<file path="config.mk">
export PLATFORM = sky130hd
export DESIGN_NAME = cache_fill_fsm
export DESIGN_NICKNAME = d
export VERILOG_FILES = /design/src/rtl/cache_pkg.sv /design/src/rtl/cache_fill_fsm_fill_counter.sv /design/src/rtl/cache_fill_fsm.sv
export SDC_FILE = /design/constraint.sdc
export NUM_CORES = 1
export LEC_CHECK = 0
export ABC_AREA = 1
export CAP_MARGIN = 25
export CORE_AREA = 2 2 62 64
export CTS_CLUSTER_DIAMETER = 100
export DETAILED_ROUTE_END_ITERATION = 8
export DIE_AREA = 0 0 64 66
export PLACE_DENSITY = 0.88
export SETUP_SLACK_MARGIN = 0.5
export SLEW_MARGIN = 20
export SYNTH_ARGS = -nofsm -noshare
export SYNTH_HDL_FRONTEND = slang
export SYNTH_SLANG_ARGS = --single-unit
</file>
<file path="constraint.sdc">
create_clock -name clk -period 1.6 [get_ports clk]
set_input_delay 0.16 -clock clk [delete_from_list [all_inputs] [get_ports clk]]
set_output_delay 0.16 -clock clk [all_outputs]
set_load 0.01 [all_outputs]
</file>
<file path="src/rtl/cache_pkg.sv">
// Shared definitions for the cache miss-fill logic: state encoding,
// block geometry and a small sizing helper for the fill counters.
package cache_pkg;

  // Two-state fill controller: waiting for a miss, or filling a block.
  typedef enum logic [0:0] {
    IDLE = 1'b0,
    FILL = 1'b1
  } fill_state_e;

  // Block geometry of both caches.
  localparam int unsigned BLOCK_BYTES     = 16;
  localparam int unsigned WORD_BYTES      = 2;
  localparam int unsigned WORDS_PER_BLOCK = BLOCK_BYTES / WORD_BYTES;
  localparam int unsigned OFFSET_W        = $clog2(BLOCK_BYTES);

  // Default bus widths.
  localparam int unsigned ADDR_W = 16;
  localparam int unsigned DATA_W = 16;

  // Bits needed for a counter that must be able to hold the value 'terminal'.
  function automatic int unsigned count_width(input int unsigned terminal);
    return $clog2(terminal + 32'd1);
  endfunction

endpackage

</file>
<file path="src/rtl/cache_fill_fsm_fill_counter.sv">
// Up-counter used by the fill controller to track issued requests and
// received words. Clear has priority over enable; the terminal flag is
// a pure compare on the current count.
module fill_counter #(
  parameter int unsigned WIDTH    = 4,
  parameter int unsigned TERMINAL = 8
) (
  input  logic             clk,
  input  logic             rst,
  input  logic             clr_i,
  input  logic             en_i,
  output logic [WIDTH-1:0] count_o,
  output logic             tc_o
);

  localparam logic [WIDTH-1:0] TC_VAL  = WIDTH'(TERMINAL);
  localparam logic [WIDTH-1:0] ONE_VAL = WIDTH'(32'd1);

  logic [WIDTH-1:0] count_q;
  logic [WIDTH-1:0] count_d;

  // Next count: clear wins, otherwise step on enable, otherwise hold.
  always_comb begin
    count_d = count_q;
    if (clr_i) begin
      count_d = '0;
    end else if (en_i) begin
      count_d = count_q + ONE_VAL;
    end else begin
      count_d = count_q;
    end
  end

  // Count register with synchronous reset.
  always_ff @(posedge clk) begin
    if (rst) begin
      count_q <= '0;
    end else begin
      count_q <= count_d;
    end
  end

  assign count_o = count_q;
  assign tc_o    = (count_q == TC_VAL);

endmodule

</file>
<file path="src/rtl/cache_fill_fsm.sv">
// Cache miss handler: on a miss, issues one read per cycle for every word
// of the missing block, streams the in-order returns into the data array,
// and writes tag/valid together with the last word. fsm_busy stalls the
// pipeline from the miss cycle itself until the fill completes.
module cache_fill_fsm #(
  parameter int unsigned WORDS_PER_BLOCK = cache_pkg::WORDS_PER_BLOCK,
  parameter int unsigned ADDR_W          = cache_pkg::ADDR_W,
  parameter int unsigned DATA_W          = cache_pkg::DATA_W
) (
  input  logic                               clk,
  input  logic                               rst,
  input  logic                               miss_detected,
  input  logic [ADDR_W-1:0]                  miss_address,
  output logic                               fsm_busy,
  output logic [ADDR_W-1:0]                  memory_address,
  output logic                               mem_read,
  input  logic                               memory_data_valid,
  input  logic [DATA_W-1:0]                  memory_data,
  output logic                               write_data_array,
  output logic [$clog2(WORDS_PER_BLOCK)-1:0] fill_word_offset,
  output logic [DATA_W-1:0]                  fill_data,
  output logic                               write_tag_array
);

  import cache_pkg::*;

  // Word index width, and counter widths: the issue counter must reach
  // WORDS_PER_BLOCK (all issued), the receive counter only the last index.
  localparam int unsigned IDX_W     = $clog2(WORDS_PER_BLOCK);
  localparam int unsigned ISSUE_W   = count_width(WORDS_PER_BLOCK);
  localparam int unsigned RECV_W    = count_width(WORDS_PER_BLOCK - 32'd1);
  localparam int unsigned ADDR_PAD  = ADDR_W - ISSUE_W - 1;
  localparam int unsigned BLK_BYTES = WORDS_PER_BLOCK * WORD_BYTES;

  // Byte-offset-within-block bits; cleared to form the block base.
  localparam logic [ADDR_W-1:0] LOW_MASK = ADDR_W'(BLK_BYTES - 32'd1);

  fill_state_e          state_q;
  fill_state_e          state_d;
  logic [ADDR_W-1:0]    base_q;
  logic [ADDR_W-1:0]    base_d;

  logic                 issue_clr_s;
  logic                 issue_en_s;
  logic [ISSUE_W-1:0]   issue_cnt_s;
  logic                 issue_done_s;

  logic                 recv_clr_s;
  logic                 recv_en_s;
  logic [RECV_W-1:0]    recv_cnt_s;
  logic                 recv_last_s;

  logic [ADDR_W-1:0]    word_byte_off_s;
  logic [ADDR_W-1:0]    miss_base_s;

  // Requests issued so far in the current fill; terminal = all issued.
  fill_counter #(
    .WIDTH    (ISSUE_W),
    .TERMINAL (WORDS_PER_BLOCK)
  ) u_issue_cnt (
    .clk     (clk),
    .rst     (rst),
    .clr_i   (issue_clr_s),
    .en_i    (issue_en_s),
    .count_o (issue_cnt_s),
    .tc_o    (issue_done_s)
  );

  // Words received so far; terminal = the next return is the last word.
  fill_counter #(
    .WIDTH    (RECV_W),
    .TERMINAL (WORDS_PER_BLOCK - 32'd1)
  ) u_recv_cnt (
    .clk     (clk),
    .rst     (rst),
    .clr_i   (recv_clr_s),
    .en_i    (recv_en_s),
    .count_o (recv_cnt_s),
    .tc_o    (recv_last_s)
  );

  // Byte offset of the word being requested (word index * 2). The sum with
  // the base is taken at ADDR_W bits so a block at the top of memory wraps
  // modulo 2^ADDR_W rather than widening.
  assign word_byte_off_s = {{ADDR_PAD{1'b0}}, issue_cnt_s, 1'b0};
  assign miss_base_s     = miss_address & ~LOW_MASK;

  // Returned data goes straight to the data array; the write strobe decides.
  assign fill_data = memory_data;

  // Next-state, counter control and all combinational outputs.
  always_comb begin
    state_d          = state_q;
    base_d           = base_q;
    fsm_busy         = 1'b0;
    mem_read         = 1'b0;
    memory_address   = '0;
    write_data_array = 1'b0;
    fill_word_offset = '0;
    write_tag_array  = 1'b0;
    issue_clr_s      = 1'b0;
    issue_en_s       = 1'b0;
    recv_clr_s       = 1'b0;
    recv_en_s        = 1'b0;

    case (state_q)
      IDLE: begin
        // Stall in the miss cycle itself; returns arriving here are ignored.
        fsm_busy    = miss_detected;
        issue_clr_s = 1'b1;
        recv_clr_s  = 1'b1;
        if (miss_detected) begin
          state_d = FILL;
          base_d  = miss_base_s;
        end else begin
          state_d = IDLE;
        end
      end

      FILL: begin
        fsm_busy = 1'b1;

        // Request side: one word address per cycle until all are issued.
        if (!issue_done_s) begin
          mem_read       = 1'b1;
          memory_address = base_q + word_byte_off_s;
          issue_en_s     = 1'b1;
        end else begin
          mem_read       = 1'b0;
        end

        // Return side: words come back in request order.
        if (memory_data_valid) begin
          write_data_array = 1'b1;
          fill_word_offset = recv_cnt_s[IDX_W-1:0];
          recv_en_s        = 1'b1;
          if (recv_last_s) begin
            write_tag_array = 1'b1;
            state_d         = IDLE;
          end else begin
            state_d         = FILL;
          end
        end else begin
          state_d = FILL;
        end
      end

      default: begin
        state_d = IDLE;
      end
    endcase
  end

  // State and latched block base; reset drops any fill in progress.
  always_ff @(posedge clk) begin
    if (rst) begin
      state_q <= IDLE;
      base_q  <= '0;
    end else begin
      state_q <= state_d;
      base_q  <= base_d;
    end
  end

endmodule

</file>
==> flow_summary.toml, run 1 <==
[worst_setup_path]
worstPathArrival_ns = 1.49
r2r_cells = 9
cp_data_required_time_ns = 1.44
path_class = "register to primary output"
path_max_fanout = 5
end_kind = "primary output"
start_kind = "register"

[cells_and_area]
synthToLayoutAreaGrowth_pct = 88.7
fill_cells = 244
antenna_cells = 0
final_util_pct = 69.2
fin_nets = 299
drive_gt1_share_pct = 62.1
stdcell_count = 304

[clocking]
holdBufCountCts = 0
insertion_delay_ns = 0.32
cts_tree = "built"
cts_buffers = 3
clock-sinks = 20
cts_root_buf = "clkbuf_4"
clk_path_buf_depth = 2
h-tree-depth = 1
path_clk_slew_ns = 0.12

[synth]
synthCells = 192
synthTopCellsByCount = "nor2_1, nand2_1, inv_1"
syn_avg_cell_area_um2 = 6.78
yosys_warnings = 0
synth_area_um2 = 1300
synth_top_area_share_pct = 30.7
yosysMostFrequentCell = "nor2_1"
synth_cell_types = 23
yosysSeqAreaShare_pct = 30.7
ys_top_cells_by_area = "dfxtp_1, nor2_1, nand2_1"
synth_area_leader_cell = "dfxtp_1"
synth_nets = 234
yosys_register_bits = 20
async_reset_ff_share_pct = 0
synth_edf_count = 0
ys.flop_type = "dfxtp_1"

[floorplan]
ioPinCount = 75
core_um2 = 3550
start_util_pct = 36.7
num_rows = 22
die_w_um = 64
dieArea_um2 = 4220
die_y_um = 66

[min_path]
hp-class = "primary input to primary output"
hold_depth = 0

[run_status]
failed_checks = "negative setup slack"
outcome = "complete, but fails checks"

[timing]
hold_slack_ns = 0.320
min_period_ns = 1.65
hold_viol = 0
finalSetupViolations = 9
fmax_ghz = 0.608
fin_skew_ns = 0.0105
min_period_over_period_pct = 103
drv_slew = 0
rsz0062_at_grt = "true"
final.setup.worst_slack_ns = -0.0452

[global_routing]
grt_first_pass_wirelength_um = 6770
grt.total_usage_pct = 20.8
grt_start_max_net_pins = 12
overflow = 0
antenna_found_initial = 0
grt_pass1_vias = 1483

[power]
ir_worst_vdd_uv = 313
p_per_area_nw_per_um2 = 518
power_leakage_nw = 0.998
power.total_mw = 1.27

[detailed_routing]
drt_iter0_markers = 78
routedWlPerCell_um = 15.8
first_pass_iters = 4
remaining_drc_errors = 0
routed_wl_um = 4800
via_per_inst = 5.02
final_antenna_net_count = 0
num_vias = 1525

[place]
dp_hpwl_um = 2430
place_inst = 276
pre_cts_ws_ns = -0.119
place.gp.congestion = 0.867
io_buffers = 37

[run]
cap_violations = 0
## cell type report
type                            instances  area (um2)  area share [%]
Multi-Input combinational cell        130        1140            46.2
Timing Repair Buffer                   77         673            27.4
Sequential cell                        20         420            17.1
Inverter                               24         125            5.09
Tap cell                               48        60.1            2.44
Clock buffer                            4        36.3            1.48
Timing Repair inverter                  1        6.26           0.255
## flip-flops by register name, indices dropped and copies added, names as in the netlist
signal and cells:
u_issue_cnt.count_o 4, base_q 12, state_q 1, u_recv_cnt.count_o 3
## cell families (layout without fill, tap and decap cells)
| family | Yosys count | in the layout | share of synthesized area, % |
|---|---|---|---|
| AO/OA/AOI/OAI | 26 | 26 | 11.3 |
| XOR/XNOR | 2 | 2 | 1.35 |
| adder cells (fa/ha/maj) | 6 | 6 | 5.76 |
| buffers and inverters | 44 | 106 | 19.4 |
| flip-flops | 20 | 20 | 30.7 |
| other | 1 | 1 | 0.288 |
| AND/OR/NAND/NOR | 93 | 95 | 31.1 |
## critical path, cell delays in order, from the launching register on
cell	delay (ns)
dfxtp_2	0.36
inv_2	0.05
ha_4	0.16
nand3_4	0.08
nand2_8	0.08
buf_4	0.15
nor2_1	0.12
buf_2	0.16
## cell usage in the layout, fill, tap and decap left out, types with 6 or more instances in the layout
| cell | count |
|---|---|
| buf_2 | 12 |
| buf_4 | 25 |
| clkdlybuf4s50_1 | 15 |
| dfxtp_1 | 10 |
| dfxtp_2 | 7 |
| nor2_4 | 18 |
| nand2_1 | 23 |
| inv_2 | 7 |
| nand2_4 | 9 |
| buf_6 | 24 |
| a211oi_2 | 6 |
| a21oi_1 | 7 |
| inv_1 | 12 |
| nor2_2 | 6 |
| a21oi_2 | 7 |
| nor2_1 | 16 |
## worst paths after layout
path | from | to | slack, ns
setup / recovery | u_issue_cnt.count_o[0]$_SDFFE_PP0P_ | memory_address[1] | -0.05
hold / removal | memory_data[12] | fill_data[12] | 0.32
setup reg to reg | state_q$_SDFF_PP0_ | base_q[10]$_SDFFE_PP0P_ | 0.22
hold reg to reg | base_q[15]$_SDFFE_PP0P_ | base_q[15]$_SDFFE_PP0P_ | 0.54
## timing repair
action                                  in CTS  in global routing
pin swaps                                   23                 23
cloned                                       3                  0
resized for setup                          178                 45
endpoints found under the setup margin      40                 42
setup buffers                               12                  9
## routing by layer
layer	wire, um	vias up	track usage (%)
met5	0	-	0
met2	2690	61	38.8
met4	94	0	10.1
met3	243	9	3.24
met1	1770	730	22.7
li1	-	725	-
## report_power, final
part	switching, mW	total (mW)	internal (mW)
Combinational	0.220	0.402	0.182
Sequential	0.0305	0.553	0.522
Clock	0.178	0.318	0.139
## per-stage QoR
stage | setup TNS [ns] | cell area, um2
4_1_cts | -0.349 | 2220
3_5_place_dp | -0.948 | 1810
3_3_place_gp | -0.693 | 1810
6_report | -0.237 | 2460
5_1_grt | -1.39 | 2460
2_1_floorplan | 0 | 1390
Note: power is estimated with default switching activity, not from simulation.
==> run 2, diff against run 1 <==
- TNS_END_PERCENT: unset -> 30
==> flow_summary.toml, run 2 (synthesis results as in run 1) <==
[cells_and_area]
final_common_cell = "nand2_1"
regMostFlops = "base_q"
drive_gt1_share_pct = 53.9
fin_nets = 286
largest_register_ff_count = 12
fill_cells = 314
synthToLayoutAreaGrowth_pct = 67.2
antenna_cells = 0
finish.instance_area_um2 = 2180
final_cell_mix = "nand2_1, buf_4, nor2_1, buf_2, clkdlybuf4s50_1"

[floorplan]
num_rows = 22
core_um2 = 3550
ioPinCount = 75
start_util_pct = 36.7
die_w_um = 64
dieArea_um2 = 4220
die_y_um = 66

[power]
sw_frac_of_total_pct = 30.3
power.net_switching_mw = 0.352
internal_power_mw = 0.810
power_leakage_nw = 0.881
p_seq_share_pct = 47.7
ir_worst_vdd_uv = 395
clkPwrFrac_pct = 25.5
p_comb_share_pct = 26.8
p_per_area_nw_per_um2 = 533
power.total_mw = 1.16

[timing]
fin_skew_ns = 0.00421
finalSetupTns_ns = -0.198
finalSetupViolations = 8
hold_viol = 0
final.setup.worst_slack_ns = -0.0546
min_period_ns = 1.65
rsz0062_at_grt = "true"
hold_slack_ns = 0.320
drv_slew = 0
min_period_over_period_pct = 103
fmax_ghz = 0.604

[worst_setup_path]
path_max_fanout = 3
r2r_slack_ns = 0.29
path_class = "register to primary output"
r2r_end = "u_issue_cnt.count_o[0]$_SDFFE_PP0P_"
start_kind = "register"
cp_data_required_time_ns = 1.44
r2r_cells = 9
timing.rr.start = "u_issue_cnt.count_o[0]$_SDFFE_PP0P_"
worstPathArrival_ns = 1.49
end_kind = "primary output"

[detailed_routing]
dr_wl_met3_um = 190
via_per_inst = 4.81
final_antenna_net_count = 0
wl_met1_um = 1470
routedWlPerCell_um = 12.9
wl_met2_um = 2020
first_pass_iters = 4
routed_wl_um = 3760
drt_iter0_markers = 58
highest_layer = "met4"
remaining_drc_errors = 0
num_vias = 1401

[clocking]
cts_tree = "built"
cts_buffers = 3
cts_root_buf = "clkbuf_4"
clock-sinks = 20
insertion_delay_ns = 0.30
holdBufCountCts = 0
clk_path_buf_depth = 2
h-tree-depth = 1
path_clk_slew_ns = 0.12

[min_path]
hold_depth = 0
hp-class = "primary input to primary output"
whs_endpoint = "fill_data[11]"
min_from = "memory_data[11]"

[place]
post_dp_cell_area_um2 = 1800
dp_hpwl_um = 2460
place.gp.congestion = 0.869
io_buffers = 37

[global_routing]
grt_start_max_net_pins = 20
overflow = 0
antenna_found_initial = 0
grt_first_pass_wirelength_um = 5970
grt.total_usage_pct = 18.2
grt_pass1_vias = 1378

[run]
cap_violations = 0

[run_status]
outcome = "complete, but fails checks"
failed_checks = "negative setup slack"
==> run 2: routing by layer <==
layer / global-route usage (%) / vias to the layer above
met1: 20.1 / 645
li1: - / 697
met4: 5.98 / 0
met5: 0 / -
met3: 3.07 / 8
met2: 35.0 / 51
==> run 2: worst max-delay path by stage <==
| stage | start | end | slack [ns] | depth (start not counted) |
|---|---|---|---|---|
| 2_1_floorplan | u_issue_cnt.count_o[3]$_SDFFE_PP0P_ | memory_address[9] | 0.42 | 5 |
| 3_3_place_gp | u_issue_cnt.count_o[3]$_SDFFE_PP0P_ | memory_address[15] | -0.08 | 8 |
| 3_5_place_dp | u_issue_cnt.count_o[0]$_SDFFE_PP0P_ | memory_address[7] | -0.11 | 8 |
| 4_1_cts | u_issue_cnt.count_o[0]$_SDFFE_PP0P_ | memory_address[4] | -0.06 | 8 |
| 5_1_grt | base_q[4]$_SDFFE_PP0P_ | memory_address[13] | -0.13 | 7 |
| 6_report | base_q[4]$_SDFFE_PP0P_ | memory_address[9] | -0.05 | 6 |
==> run 2: per-stage QoR <==
step                      cells  setup WS, ns  util [%]
final                       291       -0.0546      61.3
after global routing        291        -0.132      61.3
after CTS                   288       -0.0553      55.7
after detailed placement    276        -0.115      50.7
after global placement      276       -0.0762      50.7
after floorplan             192         0.423         -
==> run 2: final cells by class <==
cell class              count  area [um2]  share of cell area, %
multi-input cells         128         983                   45.1
clock buffers               4        36.3                   1.67
well taps                  48        60.1                   2.76
repair inverters            1        6.26                  0.287
repair buffers             66         547                   25.1
flip-flops and latches     20         423                   19.4
inverters                  24         123                   5.63
==> run 2: critical path, cell delays in order (launching register included) <==
cell	delay, ns
dfxtp_4	0.40
ha_4	0.18
nand3_4	0.10
nor2_4	0.17
xor2_1	0.16
nor2_1	0.06
buf_2	0.13
==> run 2: power groups by stage <==
stage          registers (mW)  logic [mW]  clock network (mW)
6_report                0.554       0.311               0.296
2_1_floorplan           0.552       0.165                   0
5_1_grt                 0.559       0.339               0.335
3_5_place_dp            0.558       0.235                   0
3_3_place_gp            0.557       0.230                   0
4_1_cts                 0.553       0.268               0.307
==> run 2: what timing repair did <==
action | CTS | global route
endpoints found under the setup margin | 41 | 35
gates resized for setup | 127 | 60
cloned | 1 | 0
setup buffers | 7 | 3
pin swaps | 28 | 33
==> run 3, diff against run 2 <==
- PLACE_DENSITY: 0.88 -> 0.76
==> flow_summary.toml, run 3 (synthesis results as in run 1) <==
[worst_setup_path]
r2r_cells = 9
path_class = "register to primary output"
end_kind = "primary output"
path_delay_family = "buffers and inverters"
r2r_slack_ns = 0.21
start_kind = "register"
crit_slowest_cell = "dfxtp_2"
crit_path_frequent_cell = "buf_4"
cp_data_required_time_ns = 1.44
timing.rr.start = "u_issue_cnt.count_o[0]$_SDFFE_PP0P_"
r2r_end = "u_issue_cnt.count_o[1]$_SDFFE_PP0P_"
crit_chain = "inv_2 -> ha_4 -> nand3_4 -> nand2_4 -> buf_4 -> buf_4 -> nor3_2 -> buf_2"
max_stage_delay_ns = 0.36
worstPathArrival_ns = 1.60
crit_buf_inv = 4
cp_num_cells = 8
path_max_fanout = 5

[place]
io_buffers = 37
pre_cts_ws_ns = -0.102
post_dp_cell_area_um2 = 1810
place.gp.congestion = 0.881
dp_hpwl_um = 2450

[floorplan]
core_um2 = 3550
num_rows = 22
dieArea_um2 = 4220
start_util_pct = 36.7
ioPinCount = 75
die_w_um = 64
die_y_um = 66

[power]
ir_worst_vdd_uv = 556
p_per_area_nw_per_um2 = 520
power.total_mw = 1.09
power_leakage_nw = 0.866

[global_routing]
busiest_layer = "met2"
grt_pass1_vias = 1374
antenna_found_initial = 0
grt_first_pass_wirelength_um = 5800
grt_use_met1_pct = 18.0
grt_start_max_net_pins = 20
grt.total_usage_pct = 17.2
overflow = 0
grtUsageMet2_pct = 33.9
use_met3_pct = 3.24

[cells_and_area]
regMostFlops = "base_q"
drive_gt1_share_pct = 46.8
final_cell_mix = "nand2_1, buf_4, nor2_1, inv_1, clkdlybuf4s50_1"
antenna_cells = 0
fin_nets = 291
largest_register_ff_count = 12
finish.instance_area_um2 = 2110
final_common_cell = "nand2_1"
synthToLayoutAreaGrowth_pct = 61.7
fill_cells = 335

[detailed_routing]
num_vias = 1396
final_antenna_net_count = 0
via_per_inst = 4.72
routedWlPerCell_um = 12.3
first_pass_iters = 4
remaining_drc_errors = 0
routed_wl_um = 3630
drt_iter0_markers = 48

[timing]
fin_skew_ns = 0.0111
finalSetupViolations = 10
drv_slew = 0
hold_slack_ns = 0.320
min_period_over_period_pct = 110
min_period_ns = 1.76
hold_viol = 0
final.setup.worst_slack_ns = -0.158
finalSetupTns_ns = -0.778
rsz0062_at_grt = "true"
fmax_ghz = 0.569

[clocking]
cts_root_buf = "clkbuf_4"
cts_buffers = 3
cts_tree = "built"
clk_path_buf_depth = 2
h-tree-depth = 1
path_clk_slew_ns = 0.12
insertion_delay_ns = 0.30
clock-sinks = 20

[run_status]
outcome = "complete, but fails checks"
failed_checks = "negative setup slack"

[min_path]
hold_depth = 0
hp-class = "primary input to primary output"
min_from = "memory_data[11]"
whs_endpoint = "fill_data[11]"

[run]
cap_violations = 0
==> run 3: changes by cell type in the layout (fill, tap and decap cells not counted), sizes merged <==
cell | previous run | this run
buf | 51 | 52
clkdlybuf4s50 | 14 | 15
clkbuf | 4 | 5
clkdlybuf4s15 | 0 | 2
==> run 3: timing repair <==
| action | in CTS | in global routing |
|---|---|---|
| hold buffers | 0 | 0 |
| setup buffers | 10 | 4 |
| endpoints found under the setup margin | 38 | 38 |
| resized for setup | 119 | 29 |
| pin swaps | 17 | 11 |
==> run 3: worst max-delay path by stage <==
stage                          to  slack (ns)                                start
2_1_floorplan   memory_address[9]        0.42  u_issue_cnt.count_o[3]$_SDFFE_PP0P_
5_1_grt        memory_address[11]       -0.22  u_issue_cnt.count_o[1]$_SDFFE_PP0P_
4_1_cts        memory_address[11]       -0.13  u_issue_cnt.count_o[0]$_SDFFE_PP0P_
3_3_place_gp   memory_address[11]       -0.08               base_q[4]$_SDFFE_PP0P_
3_5_place_dp   memory_address[11]       -0.10               base_q[4]$_SDFFE_PP0P_
6_report        memory_address[8]       -0.16  u_issue_cnt.count_o[0]$_SDFFE_PP0P_
==> run 3: area by class of cell <==
type	instances	area (um2)	share of cell area (%)
multi-input combinational	128	900	42.7
timing repair buffer	72	591	28.0
sequential	20	422	20.0
inverter	24	108	5.11
tap	48	60.1	2.85
clock buffer	3	22.5	1.07
clock inverter	1	3.75	0.178
==> run 3: where the power goes <==
part / total [mW] / leakage [nW] / internal (mW) / switching, mW
sequential: 0.550 / 0.169 / 0.521 / 0.0283
combinational: 0.296 / 0.682 / 0.148 / 0.149
clock: 0.249 / 0.0154 / 0.0908 / 0.158
total: 1.09 / 0.866 / 0.760 / 0.335
==> run 3: layer usage <==
layer,wire [um],up-vias
li1,-,703
met4,29,0
met1,1420,651
met2,1980,36
met3,210,6
met5,0,-
==> run 3: metrics by stage <==
| step | cells | utilization, % |
|---|---|---|
| 2_1_floorplan | 192 | - |
| 3_3_place_gp | 278 | 51.1 |
| 3_5_place_dp | 278 | 51.1 |
| 4_1_cts | 292 | 55.9 |
| 5_1_grt | 296 | 59.3 |
| 6_report | 296 | 59.3 |
